`config.mk`:
```
export PLATFORM = sky130hd
export DESIGN_NAME = sisc_mc_core_flat
export DESIGN_NICKNAME = d
export VERILOG_FILES = /design/src/rtl/sisc_mc_pkg.sv /design/src/rtl/sisc_mc_core_if.sv /design/src/rtl/sisc_alu_p.sv /design/src/rtl/sisc_mc_core.sv /design/src/flat_wrapper.sv
export SDC_FILE = /design/constraint.sdc
export NUM_CORES = 2
export LEC_CHECK = 0
export CAP_MARGIN = 20
export CORE_MARGIN = 10
export CORE_UTILIZATION = 50
export DETAILED_ROUTE_END_ITERATION = 8
export PLACE_DENSITY = 0.68
export RECOVER_POWER = 100
export SLEW_MARGIN = 10
export SYNTH_ARGS = -nofsm -noshare
export SYNTH_HDL_FRONTEND = slang
export SYNTH_SLANG_ARGS = --single-unit
export TNS_END_PERCENT = 1
```
`constraint.sdc`:
```
create_clock -name clk -period 5.49 [get_ports clk]
set_clock_uncertainty 0.15 [all_clocks]
set_input_delay 0.8235 -clock clk [delete_from_list [all_inputs] [get_ports clk]]
set_output_delay 0.8235 -clock clk [all_outputs]
set_load 0.005 [all_outputs]
```
`src/rtl/sisc_mc_pkg.sv`:
```
// Shared encodings for the multi-cycle SISC core: opcodes, ALU ops, flag
// positions, instruction field offsets and the control FSM state type.
package sisc_mc_pkg;

    localparam logic [3:0] OP_NOP  = 4'h0;
    localparam logic [3:0] OP_RR   = 4'h1;
    localparam logic [3:0] OP_RI   = 4'h2;
    localparam logic [3:0] OP_CMP  = 4'h3;
    localparam logic [3:0] OP_HALT = 4'hF;

    localparam logic [3:0] MM_ADD = 4'd0;
    localparam logic [3:0] MM_SUB = 4'd1;
    localparam logic [3:0] MM_AND = 4'd2;
    localparam logic [3:0] MM_OR  = 4'd3;
    localparam logic [3:0] MM_XOR = 4'd4;
    localparam logic [3:0] MM_NOT = 4'd5;
    localparam logic [3:0] MM_SLL = 4'd6;
    localparam logic [3:0] MM_SRL = 4'd7;
    localparam logic [3:0] MM_SRA = 4'd8;

    localparam int FLAG_C = 3;
    localparam int FLAG_N = 2;
    localparam int FLAG_Z = 1;
    localparam int FLAG_V = 0;

    localparam int OPC_LSB = 28;
    localparam int MM_LSB  = 24;
    localparam int RD_LSB  = 20;
    localparam int RS_LSB  = 16;
    localparam int RT_LSB  = 12;

    typedef enum logic [2:0] {
        ST_IDLE      = 3'd0,
        ST_DECODE    = 3'd1,
        ST_EXECUTE   = 3'd2,
        ST_WRITEBACK = 3'd3,
        ST_HALTED    = 3'd4
    } state_e;

    function automatic logic mm_legal(input logic [3:0] mm);
        return mm <= MM_SRA;
    endfunction

endpackage

```
`src/rtl/sisc_mc_core_if.sv`:
```
// Instruction handshake and status bundle between an issuing master and the core.
interface sisc_mc_core_if;
    logic [31:0] instruction;
    logic        instr_valid;
    logic        instr_ready;
    logic        done;
    logic        halted;
    logic        illegal;
    logic [3:0]  stat;

    modport master (output instruction, instr_valid,
                    input  instr_ready, done, halted, illegal, stat);
    modport slave  (input  instruction, instr_valid,
                    output instr_ready, done, halted, illegal, stat);
endinterface

```
`src/rtl/sisc_alu_p.sv`:
```
// Combinational ALU: result and {C,N,Z,V} flags for one operation.
module sisc_alu_p
    import sisc_mc_pkg::*;
#(
    parameter int DATA_W = 32
) (
    input  logic [DATA_W-1:0] a_i,
    input  logic [DATA_W-1:0] b_i,
    input  logic [3:0]        mm_i,
    output logic [DATA_W-1:0] result_o,
    output logic [3:0]        flags_o
);
    localparam int M = DATA_W - 1;
    localparam logic [DATA_W-1:0] DW = DATA_W'(DATA_W);

    logic [DATA_W-1:0] shamt;
    logic [DATA_W:0]   sum, diff, sll_ext, srl_ext, sra_ext;
    logic              c, v;

    always_comb begin
        shamt   = b_i % DW;
        sum     = {1'b0, a_i} + {1'b0, b_i};
        diff    = {1'b0, a_i} - {1'b0, b_i};
        // One guard bit on the exit side captures the last bit shifted out.
        sll_ext = {1'b0, a_i} << shamt;
        srl_ext = {a_i, 1'b0} >> shamt;
        sra_ext = $signed({a_i, 1'b0}) >>> shamt;
        result_o = '0;
        c = 1'b0;
        v = 1'b0;
        case (mm_i)
            MM_ADD: begin
                result_o = sum[M:0];
                c = sum[DATA_W];
                v = (a_i[M] == b_i[M]) && (result_o[M] != a_i[M]);
            end
            MM_SUB: begin
                result_o = diff[M:0];
                c = ~diff[DATA_W];
                v = (a_i[M] != b_i[M]) && (result_o[M] != a_i[M]);
            end
            MM_AND: result_o = a_i & b_i;
            MM_OR:  result_o = a_i | b_i;
            MM_XOR: result_o = a_i ^ b_i;
            MM_NOT: result_o = ~a_i;
            MM_SLL: begin
                result_o = sll_ext[M:0];
                c = sll_ext[DATA_W];
            end
            MM_SRL: begin
                result_o = srl_ext[DATA_W:1];
                c = srl_ext[0];
            end
            MM_SRA: begin
                result_o = sra_ext[DATA_W:1];
                c = sra_ext[0];
            end
            default: ;
        endcase
        flags_o         = '0;
        flags_o[FLAG_C] = c;
        flags_o[FLAG_N] = result_o[M];
        flags_o[FLAG_Z] = (result_o == '0);
        flags_o[FLAG_V] = v;
    end
endmodule

```
`src/rtl/sisc_mc_core.sv`:
```
// Multi-cycle SISC core: register file, status register and the
// IDLE/DECODE/EXECUTE/WRITEBACK control FSM around sisc_alu_p.
module sisc_mc_core
    import sisc_mc_pkg::*;
#(
    parameter int DATA_W = 32,
    parameter int NREGS  = 16
) (
    input  logic              clk,
    input  logic              rst_f,
    sisc_mc_core_if.slave     bus,
    input  logic [3:0]        dbg_addr,
    output logic [DATA_W-1:0] dbg_data
);
    state_e            state_q, state_d;
    logic [31:0]       instr_q;
    logic [DATA_W-1:0] opa_q, opb_q, res_q;
    logic [3:0]        flags_q, stat_q;
    logic              illegal_q, illegal_d;
    logic [DATA_W-1:0] regs_q [1:NREGS-1];
    logic [DATA_W-1:0] rf_view [16];

    logic [3:0]        opcode, mm, rd, rs, rt, alu_mm;
    logic [DATA_W-1:0] imm_sext, alu_res;
    logic [3:0]        alu_flags;
    logic              op_writes, op_flags;

    // Full 16-entry read view; R0 and unimplemented indices read as zero.
    generate
        for (genvar gi = 0; gi < 16; gi++) begin : g_view
            if (gi > 0 && gi < NREGS) begin : g_impl
                assign rf_view[gi] = regs_q[gi];
            end else begin : g_zero
                assign rf_view[gi] = '0;
            end
        end
    endgenerate

    assign opcode    = instr_q[OPC_LSB +: 4];
    assign mm        = instr_q[MM_LSB +: 4];
    assign rd        = instr_q[RD_LSB +: 4];
    assign rs        = instr_q[RS_LSB +: 4];
    assign rt        = instr_q[RT_LSB +: 4];
    assign imm_sext  = DATA_W'($signed(instr_q[15:0]));
    assign op_writes = (opcode == OP_RR) || (opcode == OP_RI);
    assign op_flags  = op_writes || (opcode == OP_CMP);
    assign alu_mm    = (opcode == OP_CMP) ? MM_SUB : mm;

    always_comb begin
        illegal_d = 1'b0;
        case (opcode)
            OP_NOP, OP_CMP, OP_HALT: illegal_d = 1'b0;
            OP_RR, OP_RI:            illegal_d = !mm_legal(mm);
            default:                 illegal_d = 1'b1;
        endcase
    end

    sisc_alu_p #(.DATA_W(DATA_W)) u_alu (
        .a_i      (opa_q),
        .b_i      (opb_q),
        .mm_i     (alu_mm),
        .result_o (alu_res),
        .flags_o  (alu_flags)
    );

    always_comb begin
        state_d = state_q;
        case (state_q)
            ST_IDLE:      if (bus.instr_valid) state_d = ST_DECODE;
            ST_DECODE:    state_d = ST_EXECUTE;
            ST_EXECUTE:   state_d = ST_WRITEBACK;
            ST_WRITEBACK: state_d = (opcode == OP_HALT) ? ST_HALTED : ST_IDLE;
            ST_HALTED:    state_d = ST_HALTED;
            default:      state_d = ST_IDLE;
        endcase
    end

    always_ff @(posedge clk or negedge rst_f) begin
        if (!rst_f) begin
            state_q   <= ST_IDLE;
            instr_q   <= '0;
            opa_q     <= '0;
            opb_q     <= '0;
            res_q     <= '0;
            flags_q   <= '0;
            stat_q    <= '0;
            illegal_q <= 1'b0;
            for (int i = 1; i < NREGS; i++) regs_q[i] <= '0;
        end else begin
            state_q <= state_d;
            case (state_q)
                ST_IDLE: if (bus.instr_valid) instr_q <= bus.instruction;
                ST_DECODE: begin
                    opa_q <= rf_view[rs];
                    opb_q <= (opcode == OP_RI) ? imm_sext : rf_view[rt];
                end
                ST_EXECUTE: begin
                    res_q     <= alu_res;
                    flags_q   <= alu_flags;
                    illegal_q <= illegal_d;
                end
                ST_WRITEBACK: if (!illegal_q) begin
                    if (op_flags) stat_q <= flags_q;
                    // rd of 0 or >= NREGS matches no slot, so the write drops.
                    for (int i = 1; i < NREGS; i++)
                        if (op_writes && int'(rd) == i) regs_q[i] <= res_q;
                end
                default: ;
            endcase
        end
    end

    assign bus.instr_ready = rst_f && (state_q == ST_IDLE);
    assign bus.done        = (state_q == ST_WRITEBACK);
    assign bus.illegal     = (state_q == ST_WRITEBACK) && illegal_q;
    assign bus.halted      = (state_q == ST_HALTED);
    assign bus.stat        = stat_q;
    assign dbg_data        = rf_view[dbg_addr];
endmodule
```
`src/flat_wrapper.sv`:
```
// flat-port wrapper written by rule: the top's interface ports become plain ports
module sisc_mc_core_flat import sisc_mc_pkg::*;
#(
    parameter int DATA_W = 32,
    parameter int NREGS  = 16
)
  (clk, rst_f, dbg_addr, dbg_data, bus_instruction, bus_instr_valid, bus_instr_ready, bus_done, bus_halted, bus_illegal, bus_stat);
  sisc_mc_core_if bus_i ();
  input  logic clk;
  input  logic rst_f;
  input  logic [3:0] dbg_addr;
  output logic [DATA_W-1:0] dbg_data;
  input wire logic [$bits(bus_i.instruction)-1:0] bus_instruction;
  input wire logic [$bits(bus_i.instr_valid)-1:0] bus_instr_valid;
  output wire logic [$bits(bus_i.instr_ready)-1:0] bus_instr_ready;
  output wire logic [$bits(bus_i.done)-1:0] bus_done;
  output wire logic [$bits(bus_i.halted)-1:0] bus_halted;
  output wire logic [$bits(bus_i.illegal)-1:0] bus_illegal;
  output wire logic [$bits(bus_i.stat)-1:0] bus_stat;
  assign bus_i.instruction = bus_instruction;
  assign bus_i.instr_valid = bus_instr_valid;
  assign bus_instr_ready = bus_i.instr_ready;
  assign bus_done = bus_i.done;
  assign bus_halted = bus_i.halted;
  assign bus_illegal = bus_i.illegal;
  assign bus_stat = bus_i.stat;
  sisc_mc_core #(.DATA_W(DATA_W), .NREGS(NREGS)) u_core (.clk(clk), .rst_f(rst_f), .bus(bus_i), .dbg_addr(dbg_addr), .dbg_data(dbg_data));
endmodule
```
==> flow_summary.yaml <==
status:
  status: "complete, but fails checks"
  violations: "capacitance limit, slew limit"
drt:
  drt_iter0_markers: 4526
  via_per_inst: 7.26
  routed_wl_um: 164000
  dr_total_vias: 36200
  drtAntennaViolNets: 0
  dr.pass1.iters: 6
  wl_per_cell_um: 32.9
  drc: 0
finish:
  final_core_utilization_pct: 55.1
  stdcell_count: 4985
  fillers: 7597
  nNetsFinal: 3888
  design_area_um2: 49700
  layout_commonest_cell: "mux2_2"
  ff_latch_area_um2: 15500
  drive_gt1_share_pct: 36.2
  final_cell_mix: "mux2_2, dfrtp_1, mux4_2"
  multi_input_area_um2: 27900
  area_delta_synth_final_pct: 9.28
run:
  cap_viol_max_count: 25
setup_path:
  regToRegEndpoint: "u_core.opb_q[26]$_DFFE_PN0P_"
  cp_max_fo: 42
  reg2reg_from: "u_core.instr_q[13]$_DFFE_PN0P_"
  endpoint_kind: "output port"
  critPathKind: "in -> out"
  cp-start-kind: "input pin"
  worst-r2r-cell-count: 6
  arrival_ns: 4.31
  setup.reg_to_reg.worst_slack_ns: 0.21
  crit_required_ns: 4.52
yosys:
  synth_edf_count: 0
  synth_adder_area_share_pct: 2.76
  synth_mux_area_share_pct: 39.8
  syn_nets: 3968
  async_reset_ff_share_pct: 100
  synth_compound_area_share_pct: 11.5
  yosysSeqAreaShare_pct: 34.1
  synth_xor_area_share_pct: 0.328
  ys_warn_count: 0
  synth_area_um2: 45400
  synth_seq_cells: 619
  synth_flop_cell: "dfrtp_1"
  synth_top_family_by_area: "multiplexers"
  synth.distinct_cells: 104
  synth_area_per_cell_um2: 11.9
  synthCells: 3830
  yosys.area_share.simple_pct: 7.16
floorplan:
  die_area_um2: 103000
  chipWidth_um: 321
  rows: 110
  core_area_um2: 90100
  ios: 79
  die_h_um: 321
  start_util_pct: 50.4
clock_network:
  cts_sinks: 619
  insertion_delay_ns: 0.69
  cts_tree: "done"
  path_clk_slew_ns: 0.05
  ctsRootBufferMaster: "clkbuf_16"
  cts_buffer_depth: 3
  cts_resized: 0
  htreeDepth: 3
  cts_buffers: 72
timing:
  grt_setup_unrepaired: "false"
  slew_headroom_pct: -129
  tightest_slew_ns: 3.44
  fin_hold_ws_ns: 0.338
  min_period_over_period_pct: 96.2
  min_period_ns: 5.28
  setup_viol: 0
  drv_slew: 1066
  setup_ws_ns: 0.210
  fin_tns_setup_ns: 0
  max_freq_mhz: 189
  hold_viol: 0
pwr:
  p_per_area_nw_per_um2: 582
  pwr-share-clk_pct: 17.3
  swShare_pct: 48.7
  pwr-share-comb_pct: 56.1
  p_leak_nw: 21.5
  power.switching_mw: 14.1
  ir_drop_mv: 0.856
  internal-power_mw: 14.8
  p_total_mw: 28.9
  seqPwrFrac_pct: 26.7
place:
  io_buffers: 78
  pre_cts_ws_ns: 0.674
  hpwl_um: 110000
  gp_congestion: 1.06
  dp.cells: 4850
  dpl-instance-area_um2: 47500
min_path:
  min_path_type: "reg -> reg"
  hold_path_end: "u_core.flags_q[0]$_DFFE_PN0P_"
  min_from: "u_core.flags_q[0]$_DFFE_PN0P_"
  hold_depth: 2
grt:
  antenna_found_initial: 4
  grt_pass1_wl_um: 245000
  grt_max_degree: 164
  grt_pass1_vias: 36100
  grt_usage_pct: 31.5
  grt_overflow: 0
-- synthesized netlist by cell type, types with 11 or more instances --
cell type  count  area share (%)
a21oi_1      150             1.7
dfrtp_1      619              34
mux2_2       648              16
o21ai_0      156             1.7
nor4_1        23            0.32
nand4_1       21            0.29
o221ai_1      16            0.31
nor2_1       170             1.4
buf_4         12            0.20
o2111ai_1     12            0.23
mux2i_1       85             1.9
nand3_1       45            0.50
xnor2_1       15            0.29
nand2_1      259             2.1
o21a_1        12            0.20
inv_1         93            0.77
nand2b_1      21            0.29
a22oi_1       45            0.74
clkbuf_1     221             1.8
a22o_1        81             1.6
a21o_1        15            0.25
a221oi_1      23            0.44
a31oi_1       18            0.25
nor3_1        47            0.52
mux4_2       431              21
a211oi_1      24            0.40
o211ai_1      34            0.56
nor2b_1       26            0.36
o21ai_1       11            0.12
buf_2         39            0.43
o22ai_1       19            0.26
ha_1          97             2.7
buf_1         98            0.81
-- kinds of logic (layout without fill, tap and decap cells) --
family	after synthesis	after routing
muxes	1172	1172
AOI/OAI and AO/OA	750	750
and+or+nand+nor	690	690
DFF	619	619
buffers and inverters	483	460
adders and majority gates	99	99
xor gates and xnor gates	17	17
other	0	2
-- state kept, by name (all words and copies together) (netlist names) --
signal	cells
u_core.regs_q	480
u_core.instr_q	32
u_core.opa_q	32
u_core.opb_q	32
u_core.res_q	31
u_core.bus.stat	4
u_core.flags_q	4
u_core.state_q	3
u_core.illegal_q	1
-- timing repair --
item,in CTS,in global routing
setup buffers,0,0
endpoints found under the hold margin,41,0
hold buffers,1,0
-- layer usage --
layer  global-route usage (%)  wire, um
met3                     9.41     19300
met5                        0        33
met4                     13.1      7710
met2                     47.2     73200
met1                     42.2     63900
-- power groups by stage --
stage | sequential, mW | clock [mW] | combinational, mW
after floorplan | 6.28 | 0 | 11.3
after global placement | 7.64 | 0 | 15.8
after detailed placement | 7.71 | 0 | 15.7
after CTS | 7.64 | 5.04 | 15.8
after global routing | 7.86 | 5.22 | 17.0
final | 7.71 | 4.98 | 16.2
-- worst max-delay path, cell delays in order --
cell and delay [ns]:
buf_6 0.43, nor2b_1 0.75, clkbuf_2 1.04, a22o_1 0.28
mux4_2 0.31, dlygate4sd3_1 0.62
-- worst max-delay path by stage --
| stage | depth (start not counted) | from | slack [ns] | endpoint |
|---|---|---|---|---|
| 2_1_floorplan | 16 | u_core.opb_q[1]$_DFFE_PN0P_ | 1.15 | u_core.flags_q[1]$_DFFE_PN0P_ |
| 3_3_place_gp | 13 | u_core.opb_q[2]$_DFFE_PN0P_ | 0.75 | u_core.flags_q[1]$_DFFE_PN0P_ |
| 6_report | 6 | dbg_addr[1] | 0.21 | dbg_data[31] |
| 4_1_cts | 13 | u_core.opb_q[2]$_DFFE_PN0P_ | 0.67 | u_core.flags_q[1]$_DFFE_PN0P_ |
| 5_1_grt | 4 | rst_f | 0.14 | u_core.regs_q[301]$_DFFE_PN0P_ |
| 3_5_place_dp | 13 | u_core.opb_q[2]$_DFFE_PN0P_ | 0.67 | u_core.flags_q[1]$_DFFE_PN0P_ |
-- layout make-up --
| class | count | area share (%) |
|---|---|---|
| well taps | 1176 | 2.96 |
| repair buffers | 227 | 3.82 |
| clock inverters | 30 | 0.716 |
| diodes | 2 | 0.0101 |
| inverters | 102 | 0.771 |
| clock buffers | 101 | 4.21 |
| multi-input cells | 2728 | 56.2 |
| flip-flops and latches | 619 | 31.3 |
Note: power is estimated with default switching activity, not from simulation.
